$ cat config.mk
export PLATFORM = sky130hd
export DESIGN_NAME = cnt_tracker
export DESIGN_NICKNAME = d
export VERILOG_FILES = /design/src/rtl/cnt_tracker.sv
export SDC_FILE = /design/constraint.sdc
export NUM_CORES = 1
export LEC_CHECK = 0
export CAP_MARGIN = 10
export CORE_MARGIN = 1
export CORE_UTILIZATION = 40
export CTS_CLUSTER_SIZE = 40
export DETAILED_ROUTE_END_ITERATION = 8
export DONT_BUFFER_PORTS = 1
export MAX_ROUTING_LAYER = met4
export PLACE_DENSITY = 0.56
export REMOVE_ABC_BUFFERS = 1
export SYNTH_ARGS = -nofsm -noshare
export SYNTH_HDL_FRONTEND = slang
export SYNTH_SLANG_ARGS = --single-unit
$ cat constraint.sdc
create_clock -name clk -period 2 [get_ports clk]
set_clock_uncertainty 0.1 [all_clocks]
set_input_delay 0.1 -clock clk [delete_from_list [all_inputs] [get_ports clk]]
set_output_delay 0.1 -clock clk [all_outputs]
set_load 0.01 [all_outputs]
$ cat src/rtl/cnt_tracker.sv
// Receive-side monitor for an enable-driven up-counter: tracks expected count plus a
// complementary down-count shadow. Optional macro CNT_TRACK_RESYNC_EN makes ERROR recoverable.
module cnt_tracker #(
    parameter int W        = 4,
    parameter int LOCK_CNT = 4,
    parameter int ERR_W    = 8
) (
    input  logic             clk,
    input  logic             rst,
    input  logic             en,
    input  logic [W-1:0]     obs,
    output logic             locked,
    output logic             err,
    output logic [ERR_W-1:0] err_cnt,
    output logic [W-1:0]     exp_val,
    output logic             inv_ok,
    output logic [1:0]       state
);

    typedef enum logic [1:0] {
        SYNC  = 2'd0,
        TRACK = 2'd1,
        ERROR = 2'd2
    } state_t;

    localparam logic [W-1:0] MAX  = '1;
    localparam logic [7:0]   LOCK = 8'(LOCK_CNT);

    state_t             st_q, st_d;
    logic [W-1:0]       exp_q, exp_d;
    logic [W-1:0]       shd_q, shd_d;
    logic [7:0]         match_q, match_d;
    logic [7:0]         match_inc;
    logic               locked_q, locked_d;
    logic               err_q, err_d;
    logic [ERR_W-1:0]   err_cnt_q, err_cnt_d;
    logic [W-1:0]       step;
    logic [W-1:0]       sync_val;

    assign step      = en ? W'(1) : '0;
    assign sync_val  = obs + step;
    assign match_inc = (match_q >= LOCK) ? LOCK : match_q + 8'd1;

    always_ff @(posedge clk or posedge rst) begin
        if (rst) begin
            st_q      <= SYNC;
            exp_q     <= '0;
            shd_q     <= MAX;
            match_q   <= '0;
            locked_q  <= 1'b0;
            err_q     <= 1'b0;
            err_cnt_q <= '0;
        end else begin
            st_q      <= st_d;
            exp_q     <= exp_d;
            shd_q     <= shd_d;
            match_q   <= match_d;
            locked_q  <= locked_d;
            err_q     <= err_d;
            err_cnt_q <= err_cnt_d;
        end
    end

    // exp and shd advance together in every state except SYNC, which reloads both from obs.
    always_comb begin
        st_d      = st_q;
        exp_d     = exp_q + step;
        shd_d     = shd_q - step;
        match_d   = match_q;
        locked_d  = locked_q;
        err_d     = err_q;
        err_cnt_d = err_cnt_q;
        case (st_q)
            SYNC: begin
                exp_d    = sync_val;
                shd_d    = MAX - sync_val;
                match_d  = '0;
                locked_d = 1'b0;
                st_d     = TRACK;
            end
            TRACK: begin
                if (obs == exp_q) begin
                    match_d = match_inc;
                    if (match_inc >= LOCK) locked_d = 1'b1;
                end else begin
                    err_d     = 1'b1;
                    err_cnt_d = (err_cnt_q == '1) ? err_cnt_q : err_cnt_q + ERR_W'(1);
                    locked_d  = 1'b0;
                    match_d   = '0;
                    st_d      = ERROR;
                end
            end
            ERROR: begin
`ifdef CNT_TRACK_RESYNC_EN
                err_d = 1'b0;
                st_d  = SYNC;
`else
                st_d  = ERROR;
`endif
            end
            default: st_d = SYNC;
        endcase
    end

    assign locked  = locked_q;
    assign err     = err_q;
    assign err_cnt = err_cnt_q;
    assign exp_val = exp_q;
    assign inv_ok  = (exp_q == MAX - shd_q);
    assign state   = st_q;

endmodule

==> impl_results.md <==
- Status: completed
- Antenna cells: 0
- H-tree levels: 1
- Switching pwr: 0.924 mW
- Clk buf depth: 2
- Reg clk slew, reported paths: about 150 ps
- Max rail drop VDD: 420 uV
- Pins over their slew limit: 0
- First-pass GRT wire length: roughly 4700 um
- Final worst setup slack: roughly 130 ps
- Post-synth top area share: 41.3%
- Root Buffer: clkbuf_4
- Vias in the first global route: 1063
- Vert. Die Dim: 62.3 um
- Seq/Total Area, Yosys: 48.6%
- Clk Latency, worst-skew pair: 330 ps
- Clock power frac: 15.0%
- Max FO, Critical Path: 11
- Aggregate global-route resource usage: 15.8%
- Vias per cell: 4.93
- Worst-Margin Slew: 620 ps
- Max stage delay on crit path: roughly 560 ps
- Initial antenna violation count: 0
- Slew headroom: around three fifths
- Busiest layer in global routing: met2
- Setup violations, final: 0
- Core Box Area: between 0.003 and 0.004 sq mm
- Post-route minimum period: around 1900 ps
- Mapped Area: 0.00145 sq mm
- Fin Setup TNS: 0 ps
- Max cap viols: 0
- Most frequent CP cell: buf_4
- CTS Buf Count: 3
- Internal power: approximately 1.5 mW
- Top Ports: 24
- Ys async rst share: 100%
- DR pass1 iterations: 4
- Hold Crit Class: primary input to async pin
- ANT nets after route: 0
- Startpoint class of the critical path: flop
- Pre-CTS WS: 206 ps
- PortBufs: 0
- Power per cell area: 1410 mW/mm^2
- DPL Wire Length: 2030 um
- DR WL/cell: roughly 13 um
- Post-synth top flop: dfrtp_1
- GRT met2 Usage: 26.6%
- Chip width: 62.3 um
- Area leader, netlist: dfrtp_1
- Fin util: 50.9%
- Area contributors post-synth: dfrtp_1, ha_1, dfstp_2, xor2_1, xnor2_1
- Required time of the critical path: 2180 ps
- Synth unique cells: 29
- Post-CTS sizing: 0
- # Post-CTS Setup Buffers: 0
- Final Net Count: 171
- Setup slack, reg-to-reg: roughly 130 ps
- Worst Setup End Kind: flop
- Avg Synthesized Cell Area: 11.3 sq um
- EDFF count, synth: 0
- Combinational power share: between 40 and 50%
- WP data arrival: 2050 ps
- Total Routed Length: 2570 um
- RSZ-0062 raised after global routing: false
- Critical path type: flop to flop
- Worst path slowest cell: dlygate4sd3_1
- Starting Density: 42.5%
- Post-synthesis sequential element count: 28
- Worst path cell trace: buf_4 -> inv_1 -> ha_1 -> buf_4 -> mux2i_1 -> dlygate4sd3_1
- DRT iter0 DRCs: 19
- Vias after detailed routing: 976
- Synth-to-layout area growth: 19.7%
- Reg power frac: 40.3%
- Largest net degree at the start of global routing: 18
- Period utilization: 93.4%
- Gr ovfl total: 0
- Share of cells above drive strength 1: 17.8%
- Final GP Congestion: between 0.7 and 0.8
- Switch share: 37.7%
- Rows: 21
- Leakage: ~0.8 nW
- Post-Syn Instances: 128
- Fill count: roughly 330
- Die area: about 0.0039 sq mm
- Clk sinks: 28
- CTS tree: yes
- Drc violations: 0
- Yosys warnings: 0
- Max Clock Freq: 535 MHz
- M3 GR Usage: about 4.4%
- Fin. Hold Viols: 0
- Met1 usage: 18.7%
## cells in the mapped netlist (2+ instances only)
library cell,count
and2_1,5
dfrtp_1,24
nand4_1,2
mux2_2,2
o21ai_0,4
inv_1,10
mux2_1,3
nor3_1,3
nor4_1,5
o21a_1,2
mux2i_1,2
mux2_4,2
dfstp_2,4
nand3_1,5
nand2b_1,2
ha_1,11
xnor2_1,7
xor2_1,12
nand2_1,10
nor2_1,4
## critical path, delay by kind of cell, from the launching register on
kind       cells  cell delay (ps)
mux            1              190
flops          1              410
fa+ha+maj      1              160
buf+inv        4              970
## final cells by class
type,count,area [sq um],area share (%)
clock buffer,3,22.5,1.29
clock inverter,1,30.0,1.73
inverter,10,37.5,2.16
multi-input combinational,89,706,40.6
sequential,28,706,40.6
tap,46,57.6,3.31
timing repair buffer,21,180,10.4
## power by group through the flow
stage          registers (mW)  logic (mW)  clock network, mW
5_1_grt                  1.02        1.25              0.412
2_1_floorplan            1.05       0.678                  0
6_report                0.988        1.10              0.369
3_3_place_gp            0.994        1.05                  0
4_1_cts                 0.994        1.11              0.381
3_5_place_dp             1.01        1.07                  0
## logic make-up (layout without fill, tap and decap cells)
| kind of cell | after synthesis | after routing | share of synthesized area (%) |
|---|---|---|---|
| simple gates | 40 | 40 | 15.9 |
| compound gates | 10 | 10 | 4.39 |
| flops | 28 | 28 | 48.6 |
| buf+inv | 11 | 35 | 2.84 |
| xor+xnor | 19 | 19 | 11.5 |
| fa+ha+maj | 11 | 11 | 9.47 |
| mux | 9 | 9 | 7.32 |
## sequential cells by signal, summed over array words and instances (netlist names)
register / count
err_cnt: 8
match_q: 8
exp_val: 4
shd_q: 4
state: 2
err: 1
locked: 1
## placed cells by master (no fill, tap or decap), types with 2 or more instances in the layout
| cell type | count |
|---|---|
| and2_1 | 5 |
| buf_4 | 12 |
| clkbuf_4 | 3 |
| dfrtp_1 | 24 |
| dfstp_2 | 4 |
| dlygate4sd3_1 | 9 |
| ha_1 | 11 |
| inv_1 | 10 |
| mux2_1 | 3 |
| mux2_2 | 2 |
| mux2_4 | 2 |
| mux2i_1 | 2 |
| nand2_1 | 10 |
| nand2b_1 | 2 |
| nand3_1 | 5 |
| nand4_1 | 2 |
| nor2_1 | 4 |
| nor3_1 | 3 |
| nor4_1 | 5 |
| o21a_1 | 2 |
| o21ai_0 | 4 |
| xnor2_1 | 7 |
| xor2_1 | 12 |
## timing repair
| item | CTS | global route |
|---|---|---|
| setup endpoints to repair | 0 | 0 |
| hold endpoints to repair | 24 | 0 |
| hold buffers | 9 | 0 |
## per-stage QoR
step	instances	instance area [sq um]	hold WS, ps	total power [mW]
floorplan	127	1450	62.4	1.72
global placement	185	1600	7.61	2.04
detailed placement	185	1600	-4.63	2.08
CTS	198	1740	177	2.49
global route	198	1740	196	2.68
finish	198	1740	163	2.45
## path summary, 6_finish.rpt
kind                            startpoint         end  cells after the start
worst max-delay path              state[0]    shd_q[0]                      6
worst min-delay path                   rst  exp_val[3]                      2
worst max register to register    state[0]    shd_q[0]                      6
worst min register to register  match_q[7]  match_q[7]                      1
max in group asynchronous              rst  err_cnt[7]                      3
min in group clk                    obs[2]  err_cnt[0]                      4
## routing by layer
layer	up-vias	part of all wire, %
li1	486	-
met1	468	45
met2	18	48
met3	4	5.7
met4	0	0.90
met5	-	0
Note: power is estimated with default switching activity, not from simulation.
